$ cat src/rtl/imem_pkg.sv
// Shared types and constants for the instruction-memory load/fetch controller.
// Latency: n/a (declarations only).
// Backpressure: n/a.
package imem_pkg;

    typedef enum logic [1:0] {
        IDLE = 2'd0,
        LOAD = 2'd1,
        RUN  = 2'd2
    } state_t;

    // RISC-V "addi x0, x0, 0" returned in place of a faulting fetch
    localparam logic [31:0] NOP_INST   = 32'h0000_0013;
    localparam int          IMEM_DEPTH = 1024;
    localparam int          WORD_IDX_W = $clog2(IMEM_DEPTH);

endpackage

$ cat src/rtl/imem_addr_check.sv
// Word alignment and window range check of a byte address against [BASE, BASE+4*2^IDX_W).
// Latency: purely combinational.
// Backpressure: none.
module imem_addr_check
    import imem_pkg::*;
#(
    parameter logic [31:0] BASE_ADDR = 32'h0000_0000,
    parameter int          IDX_W     = WORD_IDX_W
) (
    input  logic [31:0] addr,
    output logic        aligned,
    output logic        in_range
);

    logic [31:0] offset;

    // Window is a power of two, so any set bit above the word index means out of range
    always_comb begin
        offset   = addr - BASE_ADDR;
        aligned  = (addr[1:0] == 2'b00);
        in_range = (addr >= BASE_ADDR) && ((offset >> (IDX_W + 2)) == 32'd0);
    end

endmodule

$ cat src/rtl/imem_load_ctrl.sv
// Arbitrates the single imem port: boot/reload word stream in LOAD, CPU fetch in RUN.
// Latency: writes and fetch data are same-cycle; done/err pulses are registered (+1 cycle).
// Backpressure: load_ready_o is high for the whole of LOAD; the CPU is stalled outside RUN.
module imem_load_ctrl
    import imem_pkg::*;
#(
    parameter int          DEPTH     = IMEM_DEPTH,
    parameter logic [31:0] BASE_ADDR = 32'h0000_0000,
    parameter int          LEN_W     = 11
) (
    input  logic             clk,
    input  logic             rst_n,
    input  logic             load_start_i,
    input  logic [LEN_W-1:0] load_len_i,
    input  logic [31:0]      load_data_i,
    input  logic             load_valid_i,
    output logic             load_ready_o,
    output logic             load_busy_o,
    output logic             load_done_o,
    output logic             load_err_o,
    output logic [LEN_W-1:0] load_count_o,
    input  logic             fetch_req_i,
    input  logic [31:0]      fetch_addr_i,
    output logic [31:0]      fetch_inst_o,
    output logic             fetch_valid_o,
    output logic             fetch_err_o,
    output logic             cpu_stall_o,
    output logic [31:0]      imem_addr_o,
    output logic [31:0]      imem_wdata_o,
    output logic             imem_wr_en_o,
    input  logic [31:0]      imem_rdata_i
);

    state_t           state_q, state_d;
    logic [LEN_W-1:0] len_q;
    logic [LEN_W-1:0] count_q;
    logic             done_q, err_q;
    logic             start_ok, err_set, done_set;
    logic             len_ok, last_word, accept;
    logic             fetch_aligned, fetch_in_range, fetch_ok, fetch_bad;
    logic [31:0]      load_addr;

    imem_addr_check #(
        .BASE_ADDR (BASE_ADDR),
        .IDX_W     ($clog2(DEPTH))
    ) u_addr_check (
        .addr      (fetch_addr_i),
        .aligned   (fetch_aligned),
        .in_range  (fetch_in_range)
    );

    assign len_ok    = (load_len_i != '0) &&
                       ({{(32-LEN_W){1'b0}}, load_len_i} <= 32'(DEPTH));
    assign last_word = (count_q == len_q - LEN_W'(1));
    assign accept    = (state_q == LOAD) && load_valid_i;
    // count is zero-extended before scaling; len <= DEPTH keeps it inside the window
    assign load_addr = BASE_ADDR + ({{(32-LEN_W){1'b0}}, count_q} << 2);
    assign fetch_ok  = fetch_aligned && fetch_in_range;
    assign fetch_bad = fetch_req_i && !fetch_ok;

    assign load_done_o  = done_q;
    assign load_err_o   = err_q;
    assign load_count_o = count_q;

    // Next-state decode and per-state drive of the memory port and handshakes
    always_comb begin
        state_d       = state_q;
        start_ok      = 1'b0;
        err_set       = 1'b0;
        done_set      = 1'b0;
        load_ready_o  = 1'b0;
        load_busy_o   = 1'b0;
        cpu_stall_o   = 1'b1;
        imem_addr_o   = BASE_ADDR;
        imem_wdata_o  = '0;
        imem_wr_en_o  = 1'b0;
        fetch_valid_o = 1'b0;
        fetch_err_o   = 1'b0;
        fetch_inst_o  = '0;
        case (state_q)
            IDLE: begin
                if (load_start_i) begin
                    if (len_ok) begin
                        start_ok = 1'b1;
                        state_d  = LOAD;
                    end else begin
                        err_set  = 1'b1;
                    end
                end
            end
            LOAD: begin
                load_ready_o = 1'b1;
                load_busy_o  = 1'b1;
                imem_addr_o  = load_addr;
                imem_wdata_o = load_data_i;
                imem_wr_en_o = load_valid_i;
                // a start landing with the last word is dropped: the load completes
                if (load_valid_i && last_word) begin
                    done_set = 1'b1;
                    state_d  = RUN;
                end
            end
            RUN: begin
                cpu_stall_o   = 1'b0;
                imem_addr_o   = fetch_addr_i;
                fetch_valid_o = fetch_req_i && fetch_ok;
                fetch_err_o   = fetch_bad;
                fetch_inst_o  = fetch_bad ? NOP_INST : imem_rdata_i;
                if (load_start_i) begin
                    if (len_ok) begin
                        start_ok = 1'b1;
                        state_d  = LOAD;
                    end else begin
                        err_set  = 1'b1;
                    end
                end
            end
            default: state_d = IDLE;
        endcase
    end

    // State, latched length, word counter and registered status pulses
    always_ff @(posedge clk or negedge rst_n) begin
        if (!rst_n) begin
            state_q <= IDLE;
            len_q   <= '0;
            count_q <= '0;
            done_q  <= 1'b0;
            err_q   <= 1'b0;
        end else begin
            state_q <= state_d;
            done_q  <= done_set;
            err_q   <= err_set;
            if (start_ok) begin
                len_q   <= load_len_i;
                count_q <= '0;
            end else if (accept) begin
                count_q <= count_q + LEN_W'(1);
            end
        end
    end

endmodule

$ cat config.mk
export PLATFORM = sky130hd
export DESIGN_NAME = imem_load_ctrl
export DESIGN_NICKNAME = d
export VERILOG_FILES = /design/src/rtl/imem_pkg.sv /design/src/rtl/imem_addr_check.sv /design/src/rtl/imem_load_ctrl.sv
export SDC_FILE = /design/constraint.sdc
export NUM_CORES = 1
export LEC_CHECK = 0
export ABC_AREA = 1
export CORE_MARGIN = 2
export CORE_UTILIZATION = 30
export CTS_BUF_LIST = sky130_fd_sc_hd__clkbuf_8
export CTS_CLUSTER_SIZE = 20
export DETAILED_ROUTE_END_ITERATION = 12
export GPL_ROUTABILITY_DRIVEN = 0
export PLACE_DENSITY = 0.91
export SKIP_CTS_REPAIR_TIMING = 1
export SKIP_LAST_GASP = 1
export SYNTH_ARGS = -nofsm -noshare
export SYNTH_HDL_FRONTEND = slang
export SYNTH_SLANG_ARGS = --single-unit
$ cat constraint.sdc
create_clock -name clk -period 1.9 [get_ports clk]
set_clock_uncertainty 0.1 [all_clocks]
set_input_delay 0.285 -clock clk [delete_from_list [all_inputs] [get_ports clk]]
set_output_delay 0.285 -clock clk [all_outputs]
set_load 0.02 [all_outputs]
# == After elaboration in Yosys (flattened, before gate mapping) ==
# Cells that the tools add are included.
# classes
n_eq_ne,6
addsub,2
n_lt_le_gt_ge,2
n_reduce_logical,15
n_mux,23
# ops
operator,count
$mux 32,3
$pmux 32 s2,1
$ge 32x1->1 const B,1
$logic_not 32->1,1
$mux 11,2
$mux 1,13
$add 11x1->11 const B,1
$eq 11x11->1,1
$le 11x11->1 const B,1
$reduce_bool 11->1,1
$sub 11x1->11 const B,1
$logic_and 1x1->1,7
$mux 2,3
$ne 2x1->1 const B,3
$logic_not 2->1,2
$pmux 2 s2,1
$reduce_and 3->1,1
$eq 2x1->1 const B,1
$eq 2x2->1 const B,1
$reduce_bool 2->1,1
$reduce_or 2->1,1
$logic_not 1->1,1
# totals
wordCells,53
ff_bits,26
output_inout_bits,115
inputBits,112

# == Longest topological paths before layout ==
# Gate-level depths: netlist of run 1.
# logic_depth
word_depth,7
depth_mapped,15
depth_no_buf,15

# == Cells and area by module ==
# A second synthesis of run 1 with hierarchy kept.
# hier_totals
hier_cells,478
area_unflattened_um2,2606.2
# by_module_without_submodules
module,cells_each,seq_area_each_um2,area_each_um2,instances
imem_load_ctrl,460,650.6,2531.2,1
imem_addr_check,18,0.0,75.1,1

# == Worst setup path after synthesis of run 1 ==
# OpenSTA, ideal clock, no wires.
# synth_timing
kind,reg-to-output
start,register state_q[1]
end,output imem_addr_o[11]
path_stages_with_launch,7
path_buffers,2
path_slack_ns,-0.164
t_arrival_ns,1.679
t_required_ns,1.515
path_cell_list,dfrtp_1 -> inv_1 -> ha_1 -> buf_4 -> clkbuf_1 -> nand2_1 -> a21oi_1
# synth_between
elab_chain_len,2
elab_cells_between_ends,3
# synth_rtl
item,line_no,text
"start, declared",imem_load_ctrl.sv:34,"state_t state_q, state_d;"
"start signal, assigned",imem_load_ctrl.sv:131,state_q <= state_d;
$eq 2x2->1 / $eq 2x1->1 (equally long branches),imem_load_ctrl.sv:80,case (state_q)
$pmux 32 s2 (*),imem_load_ctrl.sv:80,
"end, declared",imem_load_ctrl.sv:28,"output logic [31:0] imem_addr_o,"
# Mark *: on every way between the ends. The rest lies on a longest branch, timed or not.

# == Worst setup path in the final report of run 1 ==
# layout_timing
start,input fetch_addr_i[26]
end,output fetch_inst_o[8]
# layout_between
elab_chain_len,7
elab_cells_between_ends,8
# layout_rtl
item,line_no,text
"start, declared",imem_load_ctrl.sv:23,"input logic [31:0] fetch_addr_i,"
$ge 32x1->1 / $logic_not 32->1 (equally long branches),imem_addr_check.sv:21,in_range = (addr >= BASE_ADDR) && ((offset >> (IDX_W + 2)) == 32'd0);
$logic_and 1x1->1 (*),imem_addr_check.sv:21,
$logic_and 1x1->1 (*),imem_load_ctrl.sv:58,assign fetch_ok = fetch_aligned && fetch_in_range;
$logic_not 1->1 (*),imem_load_ctrl.sv:59,assign fetch_bad = fetch_req_i && !fetch_ok;
$logic_and 1x1->1 (*),imem_load_ctrl.sv:59,
$mux 32 (*),imem_load_ctrl.sv:108,fetch_inst_o = fetch_bad ? NOP_INST : imem_rdata_i;
$mux 32 (*),imem_load_ctrl.sv:80,
"end, declared",imem_load_ctrl.sv:24,"output logic [31:0] fetch_inst_o,"
# Marks and branches as above.

==> results of run 1 <==
state kept, by name (all words and copies together) (netlist names):
signal and count:
load_done_o 1, len_q 11, load_count_o 11, state_q 2, load_err_o 1
power breakdown:
group          leakage, nW  total, mW  internal, mW  switching, mW
registers            0.340      0.891         0.723          0.168
clock network       0.0288      0.375         0.186          0.189
logic                 3.10       3.73          1.70           2.03
total                 3.47       5.00          2.61           2.39
worst reg2reg max path: stages, from the launching register on:
cell,delay [ns]
dfrtp_1,0.44
inv_2,0.10
ha_4,0.17
buf_12,0.12
buf_6,0.09
nand2_4,0.05
nor2_4,0.09
nor3b_4,0.24
nand3_2,0.14
nor2_4,0.13
nand2_1,0.07
xor2_1,0.14
nor2_1,0.06
synth_stat cells:
cell      number  area, sq um
nand2_1      154          578
inv_1        116          435
nor2_1        55          206
dfrtp_1       26          651
o21ai_0       16         80.1
nand3_1       15         75.1
a21oi_1       14         70.1
nor2_4        10          113
clkbuf_1       8         30.0
nor4_1         7         43.8
xnor2_1        7         61.3
ha_1           6         75.1
xor2_1         5         43.8
nor2_2         4         25.0
buf_2          3         15.0
buf_1          2         7.51
buf_4          2         15.0
nand2_2        2         12.5
nand3b_1       2         15.0
nand4_1        2         12.5
nor3_1         2         10.0
a21o_1         1         7.51
buf_12         1         20.0
buf_6          1         11.3
inv_2          1         3.75
nand2_4        1         11.3
nor3b_1        1         7.51
nor3b_2        1         12.5
o21ai_1        1         5.00
worst min path at each step:
stage / endpoint / cells past startpoint
floorplan: len_q[0] / 0
global placement: len_q[10] / 2
detailed placement: len_q[9] / 2
CTS: load_count_o[2] / 2
global route: load_count_o[2] / 2
finish: load_count_o[2] / 2
layout make-up:
class | count | area [sq um] | share of cell area, %
inverter | 117 | 442 | 6.94
clock buffer | 4 | 55.1 | 0.866
sequential | 26 | 651 | 10.2
multi-input combinational | 306 | 2100 | 33.0
tap | 108 | 135 | 2.12
timing repair buffer | 291 | 2980 | 46.9
metal layers:
layer	vias to the layer above	global-route usage (%)	wire, um
met5	-	0	0
met3	49	1.86	766
met4	0	4.91	548
met2	197	39.8	7430
met1	1906	25.9	5380
li1	1913	-	-
stage by stage:
| stage | cell area, sq um | power (mW) | std cells | setup TNS [ns] | setup slack (ns) |
|---|---|---|---|---|---|
| finish | 6360 | 5.00 | 852 | -13.29 | -0.291 |
| global route | 6360 | 5.31 | 852 | -18.10 | -0.360 |
| CTS | 5410 | 4.25 | 824 | -57.88 | -0.934 |
| detailed placement | 5360 | 3.86 | 820 | -36.96 | -0.936 |
| global placement | 5360 | 3.73 | 820 | -33.98 | -0.859 |
| floorplan | 2690 | 2.47 | 466 | -0.517 | -0.138 |
cells by family (layout without fill, tap and decap cells):
| group | after synthesis | after routing | share of synthesized area [%] |
|---|---|---|---|
| compound gates | 32 | 32 | 6.13 |
| simple gates | 256 | 256 | 42.3 |
| fa+ha+maj | 6 | 6 | 2.83 |
| flops | 26 | 26 | 24.5 |
| buf+inv | 134 | 412 | 20.3 |
| xor+xnor | 12 | 12 | 3.96 |
==> out/qor.yml, run 1 <==
timing:
  timing.final.crit_period_ns: 2.19
  fin_crit_sh_pct: 115
  fmax_ghz: 0.456
  timing.hold.ws_ns: 0.257
  rsz0062_at_grt: "yes"
  relSlewSlack_pct: 77.9
  drv_slew: 0
  postLayoutSetupSlackWorst_ns: -0.291
  finalHoldViolCount: 0
  setup_viol: 72
  worst_pin_slew_ns: 0.329
worst_setup_path:
  r2r_end: "load_count_o[10]"
  cp_slowest_cell: "nor4_2"
  critical_path.most_common_cell: "buf_6"
  worst-r2r-setup-slack_ns: -0.14
  cp.arrival_ns: 1.81
  cp-end-kind: "output pin"
  crit_end: "fetch_inst_o[8]"
  crit_chain: "buf_6 > nor4_2 > nand2_1 > nor2_1 > nand3_1 > nand2_2 > nand2_8 > clkbuf_16 > nor2_4 > buf_6"
  worst-setup-path-type: "input port to output pin"
  r2r_cells: 12
  path_delay_family: "simple AND/OR/NAND/NOR gates"
  path_buf_inv: 3
  reg2reg_from: "state_q[1]"
  critPathMaxStageDelay_ns: 0.27
  cp_max_fo: 7
  cp.depth: 10
  required_ns: 1.51
  worstSetupStartpoint: "fetch_addr_i[26]"
  cp-start-kind: "input port"
routing:
  dr.first_iter.drc_count: 122
  antenna_left: 0
  vias: 4065
  via_per_inst: 4.77
  finalWirelength_um: 14100
  drc: 0
  wire_per_inst_um: 16.6
  first_pass_iters: 5
synthesis:
  ys_types: 29
  synth-seq-area-share_pct: 24.5
  netlist_instances: 466
  yosys_warnings: 0
  syn_nets: 584
  synth_area_sq_mm: 0.00265
  syn-mean-instance-area_sq_um: 5.69
  ys_seq_elements: 26
finish:
  mostFrequentLayoutCell: "nand2_1"
  nNetsFinal: 863
  final_cell_mix: "nand2_1 (109), clkdlybuf4s50_1 (104), inv_1 (82)"
  fillers: 595
  final_layout_size_suffix_gt1_share_pct: 44.0
  diodes: 0
  fin_util_pct: 73.6
  syn2layout_area_growth_pct: 140
die:
  fp-row-count: 34
  die_y_um: 98.1
  core_sq_mm: 0.00864
  die_x_um: 98.1
  dieArea_sq_mm: 0.00961
  initial_core_util_pct: 30.7
  io-pin-count: 227
outcome:
  status: "finished with violations"
  violations: "negative setup slack"
global_routing:
  grt_pass1_wl_um: 16900
  grt_max_degree: 35
  grt_overflow: 0
  antenna_found_initial: 0
  grt_pass1_vias: 3578
  grt_use_total_pct: 21.2
clocking:
  cts_buffer_depth: 2
  cts_buffers: 3
  cts_tree: "built"
  worst_skew_pair.late_latency_ns: 0.28
  clkSlewWorstSetupHoldPaths_ns: 0.09
  htree_levels: 1
  cts.sinks: 26
  cts_root_buffer: "clkbuf_8"
run:
  timing.max_cap.violations: 0
power_and_ir_drop:
  p_leak_nw: 3.47
  p_per_area_mw_per_mm2: 786
  ir_worst_vdd_mv: 0.723
min_path:
  worst_hold_path_type: "input port to async pin"
place:
  dp_hpwl_um: 9110
  numPortBuffers: 226
Note: power is estimated with default switching activity, not from simulation.
==> run 2: changes to the inputs <==
CAP_MARGIN = 20   (was default)
==> results of run 2 <==
The final DEF is identical to that of run 1; final timing and power are the same.
==> run 3: changes to the inputs <==
CAP_MARGIN = 30   (was 20)
==> results of run 3 <==
The final DEF is identical to that of run 1; final timing and power are the same.
